[config.mk]
export PLATFORM = sky130hd
export DESIGN_NAME = vs_ascii_hex_parser_flat
export DESIGN_NICKNAME = d
export VERILOG_FILES = /design/src/rtl/vs_uart_pkg.sv /design/src/rtl/vs_ascii_hex_parser_if.sv /design/src/rtl/vs_dc_ascii_hex.sv /design/src/rtl/vs_ascii_hex_parser.sv /design/src/flat_wrapper.sv
export SDC_FILE = /design/constraint.sdc
export NUM_CORES = 1
export LEC_CHECK = 0
export CAP_MARGIN = 15
export CORE_ASPECT_RATIO = 2
export CORE_UTILIZATION = 35
export DETAILED_ROUTE_END_ITERATION = 12
export GPL_ROUTABILITY_DRIVEN = 1
export SYNTH_ARGS = -nofsm -noshare
export SYNTH_HDL_FRONTEND = slang
export SYNTH_SLANG_ARGS = --single-unit
[constraint.sdc]
create_clock -name CLK -period 2.2 [get_ports CLK]
set_input_delay 0.22 -clock CLK [delete_from_list [all_inputs] [get_ports CLK]]
set_output_delay 0.22 -clock CLK [all_outputs]
set_load 0.03 [all_outputs]
[src/rtl/vs_uart_pkg.sv]
// Shared UART-side definitions: ASCII control codes and the hex parser FSM encoding.
package vs_uart_pkg;

    localparam logic [7:0] ASCII_CR = 8'h0D;
    localparam logic [7:0] ASCII_LF = 8'h0A;

    typedef enum logic [1:0] {
        IDLE    = 2'd0,
        ACCUM   = 2'd1,
        DISCARD = 2'd2
    } state_t;

endpackage

[src/rtl/vs_ascii_hex_parser_if.sv]
// Byte-stream-in / parsed-word-out bundle for vs_ascii_hex_parser.
// Handshake: RX_VALID is a one-cycle strobe qualifying RX_DATA; there is no ready,
// the parser accepts one byte on every cycle RX_VALID is high. VALUE_VALID and ERR
// are one-cycle pulses, VALUE/NDIGITS hold between good frames.
interface vs_ascii_hex_parser_if
    import vs_uart_pkg::*;
#(
    parameter int DIGITS_MAX = 8
);
    localparam int W = 4 * DIGITS_MAX;

    logic [7:0]   RX_DATA;
    logic         RX_VALID;
    logic [W-1:0] VALUE;
    logic         VALUE_VALID;
    logic [3:0]   NDIGITS;
    logic         ERR;
    logic         BUSY;
    state_t       dbg_state;

    // Byte source side (UART receiver / testbench driver)
    modport master (
        output RX_DATA, RX_VALID,
        input  VALUE, VALUE_VALID, NDIGITS, ERR, BUSY, dbg_state
    );

    // Parser side
    modport slave (
        input  RX_DATA, RX_VALID,
        output VALUE, VALUE_VALID, NDIGITS, ERR, BUSY, dbg_state
    );

endinterface

[src/rtl/vs_dc_ascii_hex.sv]
// Combinational ASCII -> hex nibble classifier, inverse of the HEX->ASCII table.
// Macro ACCEPT_LOWER_EN: when defined, 'a'-'f' also decode as A-F; otherwise they are illegal.
module vs_dc_ascii_hex
    import vs_uart_pkg::*;
(
    input  logic [7:0] rx_data,
    output logic       is_digit,
    output logic       is_term,
    output logic [3:0] nibble
);

    // Classify the byte; anything not a digit or terminator leaves both flags low
    always_comb begin
        is_digit = 1'b0;
        is_term  = 1'b0;
        nibble   = 4'h0;
        if (rx_data >= 8'h30 && rx_data <= 8'h39) begin
            is_digit = 1'b1;
            nibble   = rx_data[3:0];
        end else if (rx_data >= 8'h41 && rx_data <= 8'h46) begin
            is_digit = 1'b1;
            nibble   = rx_data[3:0] + 4'd9;
`ifdef ACCEPT_LOWER_EN
        end else if (rx_data >= 8'h61 && rx_data <= 8'h66) begin
            is_digit = 1'b1;
            nibble   = rx_data[3:0] + 4'd9;
`endif
        end else if (rx_data == ASCII_CR || rx_data == ASCII_LF) begin
            is_term = 1'b1;
        end
    end

endmodule

[src/rtl/vs_ascii_hex_parser.sv]
// ASCII hex frame parser: packs hex digits MSB-first, closes a frame on CR/LF,
// rejects illegal bytes and overlong frames. Macro ACCEPT_LOWER_EN (in the decoder)
// enables lowercase hex digits.
module vs_ascii_hex_parser
    import vs_uart_pkg::*;
#(
    parameter int DIGITS_MAX = 8
)(
    input  logic                  CLK,
    input  logic                  RST_N,
    vs_ascii_hex_parser_if.slave  bus
);

    localparam int W = 4 * DIGITS_MAX;

    logic       is_digit;
    logic       is_term;
    logic [3:0] nibble;

    state_t       state_q,       state_d;
    logic [W-1:0] acc_q,         acc_d;
    logic [3:0]   cnt_q,         cnt_d;
    logic [W-1:0] value_q,       value_d;
    logic [3:0]   ndigits_q,     ndigits_d;
    logic         value_valid_q, value_valid_d;
    logic         err_q,         err_d;
    logic         busy_q,        busy_d;

    vs_dc_ascii_hex u_dec (
        .rx_data  (bus.RX_DATA),
        .is_digit (is_digit),
        .is_term  (is_term),
        .nibble   (nibble)
    );

    // Next-state, accumulator and output-register logic; only RX_VALID cycles advance
    always_comb begin
        state_d       = state_q;
        acc_d         = acc_q;
        cnt_d         = cnt_q;
        value_d       = value_q;
        ndigits_d     = ndigits_q;
        value_valid_d = 1'b0;
        err_d         = 1'b0;
        if (bus.RX_VALID) begin
            unique case (state_q)
                IDLE: begin
                    if (is_digit) begin
                        acc_d   = W'(nibble);
                        cnt_d   = 4'd1;
                        state_d = ACCUM;
                    end else if (!is_term) begin
                        err_d   = 1'b1;
                        state_d = DISCARD;
                    end
                end
                ACCUM: begin
                    if (is_digit) begin
                        if (cnt_q == 4'(DIGITS_MAX)) begin
                            err_d   = 1'b1;
                            state_d = DISCARD;
                        end else begin
                            acc_d = {acc_q[W-5:0], nibble};
                            cnt_d = cnt_q + 4'd1;
                        end
                    end else if (is_term) begin
                        value_d       = acc_q;
                        ndigits_d     = cnt_q;
                        value_valid_d = 1'b1;
                        state_d       = IDLE;
                    end else begin
                        err_d   = 1'b1;
                        state_d = DISCARD;
                    end
                end
                DISCARD: begin
                    if (is_term) begin
                        state_d = IDLE;
                    end
                end
                default: begin
                    state_d = IDLE;
                end
            endcase
        end
        busy_d = (state_d != IDLE);
    end

    // State, datapath and output registers
    always_ff @(posedge CLK or negedge RST_N) begin
        if (!RST_N) begin
            state_q       <= IDLE;
            acc_q         <= '0;
            cnt_q         <= '0;
            value_q       <= '0;
            ndigits_q     <= '0;
            value_valid_q <= 1'b0;
            err_q         <= 1'b0;
            busy_q        <= 1'b0;
        end else begin
            state_q       <= state_d;
            acc_q         <= acc_d;
            cnt_q         <= cnt_d;
            value_q       <= value_d;
            ndigits_q     <= ndigits_d;
            value_valid_q <= value_valid_d;
            err_q         <= err_d;
            busy_q        <= busy_d;
        end
    end

    assign bus.VALUE       = value_q;
    assign bus.VALUE_VALID = value_valid_q;
    assign bus.NDIGITS     = ndigits_q;
    assign bus.ERR         = err_q;
    assign bus.BUSY        = busy_q;
    assign bus.dbg_state   = state_q;

endmodule

[src/flat_wrapper.sv]
// flat-port wrapper written by rule: the top's interface ports become plain ports
module vs_ascii_hex_parser_flat import vs_uart_pkg::*;
#(
    parameter int DIGITS_MAX = 8
)
  (CLK, RST_N, bus_RX_DATA, bus_RX_VALID, bus_VALUE, bus_VALUE_VALID, bus_NDIGITS, bus_ERR, bus_BUSY, bus_dbg_state);
  vs_ascii_hex_parser_if #(.DIGITS_MAX(DIGITS_MAX)) bus_i ();
  input  logic CLK;
  input  logic RST_N;
  input wire logic [$bits(bus_i.RX_DATA)-1:0] bus_RX_DATA;
  input wire logic [$bits(bus_i.RX_VALID)-1:0] bus_RX_VALID;
  output wire logic [$bits(bus_i.VALUE)-1:0] bus_VALUE;
  output wire logic [$bits(bus_i.VALUE_VALID)-1:0] bus_VALUE_VALID;
  output wire logic [$bits(bus_i.NDIGITS)-1:0] bus_NDIGITS;
  output wire logic [$bits(bus_i.ERR)-1:0] bus_ERR;
  output wire logic [$bits(bus_i.BUSY)-1:0] bus_BUSY;
  output wire logic [$bits(bus_i.dbg_state)-1:0] bus_dbg_state;
  assign bus_i.RX_DATA = bus_RX_DATA;
  assign bus_i.RX_VALID = bus_RX_VALID;
  assign bus_VALUE = bus_i.VALUE;
  assign bus_VALUE_VALID = bus_i.VALUE_VALID;
  assign bus_NDIGITS = bus_i.NDIGITS;
  assign bus_ERR = bus_i.ERR;
  assign bus_BUSY = bus_i.BUSY;
  assign bus_dbg_state = bus_i.dbg_state;
  vs_ascii_hex_parser #(.DIGITS_MAX(DIGITS_MAX)) u_core (.CLK(CLK), .RST_N(RST_N), .bus(bus_i));
endmodule
### After elaboration in Yosys (flattened, before gate mapping)

Cells that the tools add are included.

* register bits after elaboration: 77
* bits of input ports: 11
* output and inout bits: 41
* word-level logic and storage cells: 64

* add/subtract/negate cells: 2
* magnitude comparators: 4
* equal/unequal tests: 8
* multiplexer cells: 33
* bitwise logic cells: 1
* reductions and logical operators: 8

Operators with widths (number)
* 32-bit 2-to-1 mux: 3
* 32-bit one-hot mux with 2 select lines: 1
* 4-bit 2-to-1 mux: 5
* 8-bit by 4-bit == test with 1-bit output, second input constant: 2
* 1-bit 2-to-1 mux: 14
* 2-bit 2-to-1 mux: 7
* 8-bit by 6-bit greater-or-equal comparator with 1-bit output, second input constant: 1
* 8-bit by 7-bit greater-or-equal comparator with 1-bit output, second input constant: 1
* 8-bit by 6-bit <= comparator with 1-bit output, second input constant: 1
* 8-bit by 7-bit <= comparator with 1-bit output, second input constant: 1
* 4-bit one-hot mux with 2 select lines: 1
* 2-bit one-hot mux with 3 select lines: 1
* 5-bit AND reduction: 1
* 4-bit by 1-bit adder with 4-bit output, second input constant: 1
* 4-bit adder, second input constant: 1
* 4-bit == test, second input constant: 1
* 2-bit by 1-bit != test with 1-bit output, second input constant: 2
* 4-bit AND reduction: 1
* 2-bit nonzero test: 2
* 2-bit by 1-bit == test with 1-bit output, second input constant: 1
* 2-bit == test, second input constant: 1
* 1-bit logical AND: 2
* 2-bit zero test: 1
* 2-bit != test, second input constant: 1
* 3 further kinds: 3

### Depth between registers and ports, before layout

* depth in word-level cells: 10
* mapped depth: 9
* mapped depth without buffers: 7

### Cells and area by module

Synthesis repeated with hierarchy kept, for this count alone.

* cell total of the unflattened synthesis: 282
* area, all modules: 3548.4 µm²

Modules (own cells, without submodules)
* vs_ascii_hex_parser: instances 1, cells each 255, area each 3318.2 µm², sequential area each 1926.8 µm²
* vs_dc_ascii_hex: instances 1, cells each 27, area each 230.2 µm², sequential area each 0.0 µm²

### Worst setup path before layout

OpenSTA, ideal clock, no wires.

* path type: flip-flop to flip-flop
* start: reg u_core.state_q[0] (netlist: u_core.bus.dbg_state[0])
* end: reg u_core.value_q[10] (netlist: u_core.bus.VALUE[10])
* library setup time: 0.128 ns
* arrival time: 1.753 ns
* required time: 2.072 ns
* setup slack: 0.319 ns
* stages on the path, launching flop included: 8
* buffers on the path: 3
* clock period less this slack: 1.881 ns
* cells stage by stage: dfrtp_1 -> nor2b_1 -> buf_2 -> nand2_1 -> or2_1 -> buf_2 -> buf_6 -> mux2_1

* longest elaborated chain between the ends: 2

RTL lines
* from (decl): line vs_ascii_hex_parser.sv:20 `state_t state_q, state_d;`
* from (signal assigned): line vs_ascii_hex_parser.sv:101 `state_q <= state_d;`
* 2-bit by 1-bit == test with 1-bit output: line vs_ascii_hex_parser.sv:46 `unique case (state_q)`
* 4-bit AND reduction (no line)
* to (signal assigned): line vs_ascii_hex_parser.sv:104 `value_q <= value_d;`
* to (decl): line vs_ascii_hex_parser.sv:23 `logic [W-1:0] value_q, value_d;`

Every way passes these cells.
A chain may end at the register's enable or synchronous reset.

### Worst setup path in the final report

* start: in bus_RX_DATA[7]
* end: reg u_core.cnt_q[0]

* longest elaborated chain between the ends: 6
* elaborated cells on any way between the ends: 11
* classes of those cells: order compare: 4; eq/ne: 2; mux: 2; reduce/logical: 3

RTL lines
* from (decl): line flat_wrapper.sv:10 `input wire logic [$bits(bus_i.RX_DATA)-1:0] bus_RX_DATA;`
* 8-bit by 7-bit greater-or-equal comparator with 1-bit output / 8-bit by 7-bit <= comparator with 1-bit output (equally long branches): line vs_dc_ascii_hex.sv:20 `end else if (rx_data >= 8'h41 && rx_data <= 8'h46) begin`
* 1-bit logical AND: line vs_dc_ascii_hex.sv:20
* 1-bit 2-to-1 mux: line vs_dc_ascii_hex.sv:20
* 1-bit 2-to-1 mux (*): line vs_dc_ascii_hex.sv:17 `if (rx_data >= 8'h30 && rx_data <= 8'h39) begin`
* 2-bit by 1-bit != test with 1-bit output (no line)
* 5-bit AND reduction (no line) (*)
* to (signal assigned): line vs_ascii_hex_parser.sv:103 `cnt_q <= cnt_d;`
* to (decl): line vs_ascii_hex_parser.sv:22 `logic [3:0] cnt_q, cnt_d;`

Mark *: on every way between the ends. The rest lies on a longest branch, timed or not.

==> summary.txt <==
Floorplan
  • Die area: 10100 µm²
  • Die Span X: 71.7 µm
  • Core region area: ~9400 µm²
  • Row count: 50
  • Initial Utilization: 36.2%
  • I/O pin total: 52
  • Die height: 141 µm

Logic synthesis
  • Library cells used by synthesis: 33
  • Syn nets: between 300 and 400
  • Synthesized area: 3400 µm²
  • Post-synth top area cell: dfrtp_1
  • Top-area cell type share of the netlist area: between 50% and 60%
  • Top-count cell post-synth: dfrtp_1
  • Sequential fraction of the synthesis area: 56.7%
  • Primary FF master, synth: dfrtp_1
  • EDFF count, synth: 0
  • Average size of a mapped cell: 12.0 µm²
  • Number of synthesized register bits: 77
  • Cell count after synthesis: ~280
  • Synth area leaders: dfrtp_1 (57%), mux2_1 (12%), o21ai_2 (8.5%)
  • Ys Warns: 0
  • Async set-reset flop share out of synthesis: 100%
  • Commonest cells in the synthesized netlist: dfrtp_1 (77), nand2_1 (67), mux2_1 (35), o21ai_2 (33), buf_6 (8)

Clocking
  • TritonCTS clock tree: built
  • Root Driver: clkbuf_16
  • Clk_lat worst skew: 330 ps
  • H-tree Lvls: 3
  • Clock Pin Slew Worst Setup and Hold Paths: 60 ps
  • Total CTS buffers: 9
  • Number of setup buffers added after CTS: 0
  • Post-CTS Hold Fix Bufs: 1
  • # resized after CTS: 0
  • Total clock sinks: 77
  • Clock buffer depth: 2

Worst setup path
  • Crit Path Max Fanout: 5
  • WP buf/inv: 2
  • Crit-path slowest cell: or4b_4
  • Crit path max-delay family: simple AND/OR/NAND/NOR gates
  • Crit path DAT: 2160 ps
  • WP data required: 2410 ps
  • Critical path, cell by cell: clkdlybuf4s50_1 -> or4b_4 -> nor4_4 -> o211ai_4 -> buf_4 -> nor4_1 -> a21oi_1
  • Setup CP Type: input pin to flip-flop
  • Startpoint class of the critical path: input pin
  • CP peak stage delay: 570 ps
  • CP Capture Type: flip-flop

STA
  • Slew margin rel.: 63.7%
  • Period minus WS final: approximately 2000 ps
  • RSZ-0062 raised after global routing: false
  • Clk_skew: 6.33 ps
  • Final setup viols: 0
  • Maximum clock rate: 0.513 GHz
  • Hold Fails Final Rpt: 0
  • Fin. max-slew vios: 0
  • Worst Max-Slew Pin Slew: between 500 and 600 ps
  • Final Cycle Share: about nine tenths

Pwr
  • Power consumption: around 3300 µW
  • Leakage: 0.00204 µW
  • Pwr Density: between 700 and 800 nW/µm²
  • VDD IR max: 0.446 mV

Route
  • Drt drc: 0
  • Remaining antenna violation count: 0
  • WL/cell: 13.7 µm
  • Final WL: 6310 µm
  • Via count: 2263
  • DR vias/cell: 4.93
  • TritonRoute pass-1 iters: 4
  • DRT iter0 DRCs: 118

Worst hold path
  • HP Class: input pin to asynchronous set/reset pin

Global route
  • Initial antenna violation count: 0
  • Largest net degree at the start of global routing: 42
  • First-pass GRT wire length: 11000 µm
  • Total track usage: 14.0%
  • Gr ovfl total: 0
  • Vias in the first global route: 2298

Layout
  • Fraction of layout cells with a size suffix above 1: 21.1%
  • Final nets: 367
  • Area growth, synth to finish: 31.2%
  • Finished Layout Cells: about 460
  • ANT cells: 0
  • Post-layout util: between 40% and 50%

Placed design
  • HPWL Detailed: about 4500 µm
  • Gpl congestion: 0.766
  • Port bufs: 51
  • Placed Cells incl. Taps: 442

Job
  • MaxCap Viol Count: 0

Run status
  • Status: finished clean
[layout by cell type (no fill, tap or decap), types with 2 or more instances in the layout]
master           count
dfrtp_1             77
nand2_1             67
clkdlybuf4s50_1     50
mux2_1              35
o21ai_2             33
buf_4               14
clkbuf_16            9
inv_1                6
o21ai_1              6
ha_1                 6
nand3_1              5
buf_12               5
o21ai_0              4
nor4_1               3
a21oi_1              3
o21bai_1             2
and3_1               2
nor3b_1              2
nor2_1               2
nor3_1               2
bufinv_16            2
inv_6                2
[logic make-up (layout without fill, tap and decap cells)]
group,after synthesis,in the layout,share of synthesized area [%]
AOI/OAI and AO/OA,52,52,12.4
and+or+nand+nor,91,91,12.4
buffers and inverters,22,93,4.34
adders and majority gates,6,6,2.21
muxes,36,36,11.9
DFF,77,77,56.7
[metal layers]
metal / wire (µm) / GRT usage, %
met5: 0 / 0
met4: 183 / 7.84
met3: 158 / 2.91
met2: 3400 / 24.0
met1: 2570 / 15.9
[report_power, final]
part	switching (µW)	internal, µW	leakage, µW	total, µW
combinational	103	79.5	0.000822	183
clock	574	1030	0.000160	1610
sequential	35.5	1450	0.00106	1490
[worst paths after layout]
path,start,cells past startpoint,to,slack [ps]
worst min register to register,u_core.acc_q[31]$_DFFE_PN0P_,2,u_core.acc_q[31]$_DFFE_PN0P_,470
min in group CLK,u_core.acc_q[31]$_DFFE_PN0P_,2,u_core.acc_q[31]$_DFFE_PN0P_,470
worst min-delay path,RST_N,2,u_core.bus.VALUE[10]$_DFFE_PN0P_,400
max in group asynchronous,RST_N,3,u_core.bus.VALUE[24]$_DFFE_PN0P_,1180
worst max-delay path,bus_RX_DATA[7],7,u_core.cnt_q[0]$_DFFE_PN0P_,250
worst max register to register,u_core.bus.dbg_state[0]$_DFF_PN0_,5,u_core.bus.VALUE[24]$_DFFE_PN0P_,450
[stage by stage]
stage / worst slack (ps) / cell area, µm² / setup TNS [ps] / hold slack, ps
2_1_floorplan: 319 / 3400 / 0 / -75.6
3_3_place_gp: -41.0 / 4120 / -269 / 233
3_5_place_dp: -117 / 4120 / -4070 / 242
4_1_cts: 249 / 4460 / 0 / 420
5_1_grt: 131 / 4460 / 0 / 462
6_report: 250 / 4460 / 0 / 400
[final cells by class]
class / instances / area, µm²
clock buffer: 10 / 239
multi-input combinational: 185 / 1330
clock inverter: 6 / 93.8
fill: 881 / 4930
sequential: 77 / 1930
timing repair buffer: 70 / 716
tap: 104 / 130
inverter: 7 / 26.3
[sequential cells by signal, summed over array words and instances (netlist names)]
signal                  count
u_core.acc_q               32
u_core.bus.BUSY             1
u_core.bus.ERR              1
u_core.bus.NDIGITS          4
u_core.bus.VALUE           32
u_core.bus.VALUE_VALID      1
u_core.bus.dbg_state        2
u_core.cnt_q                4
(Power assumes the default switching activity.)
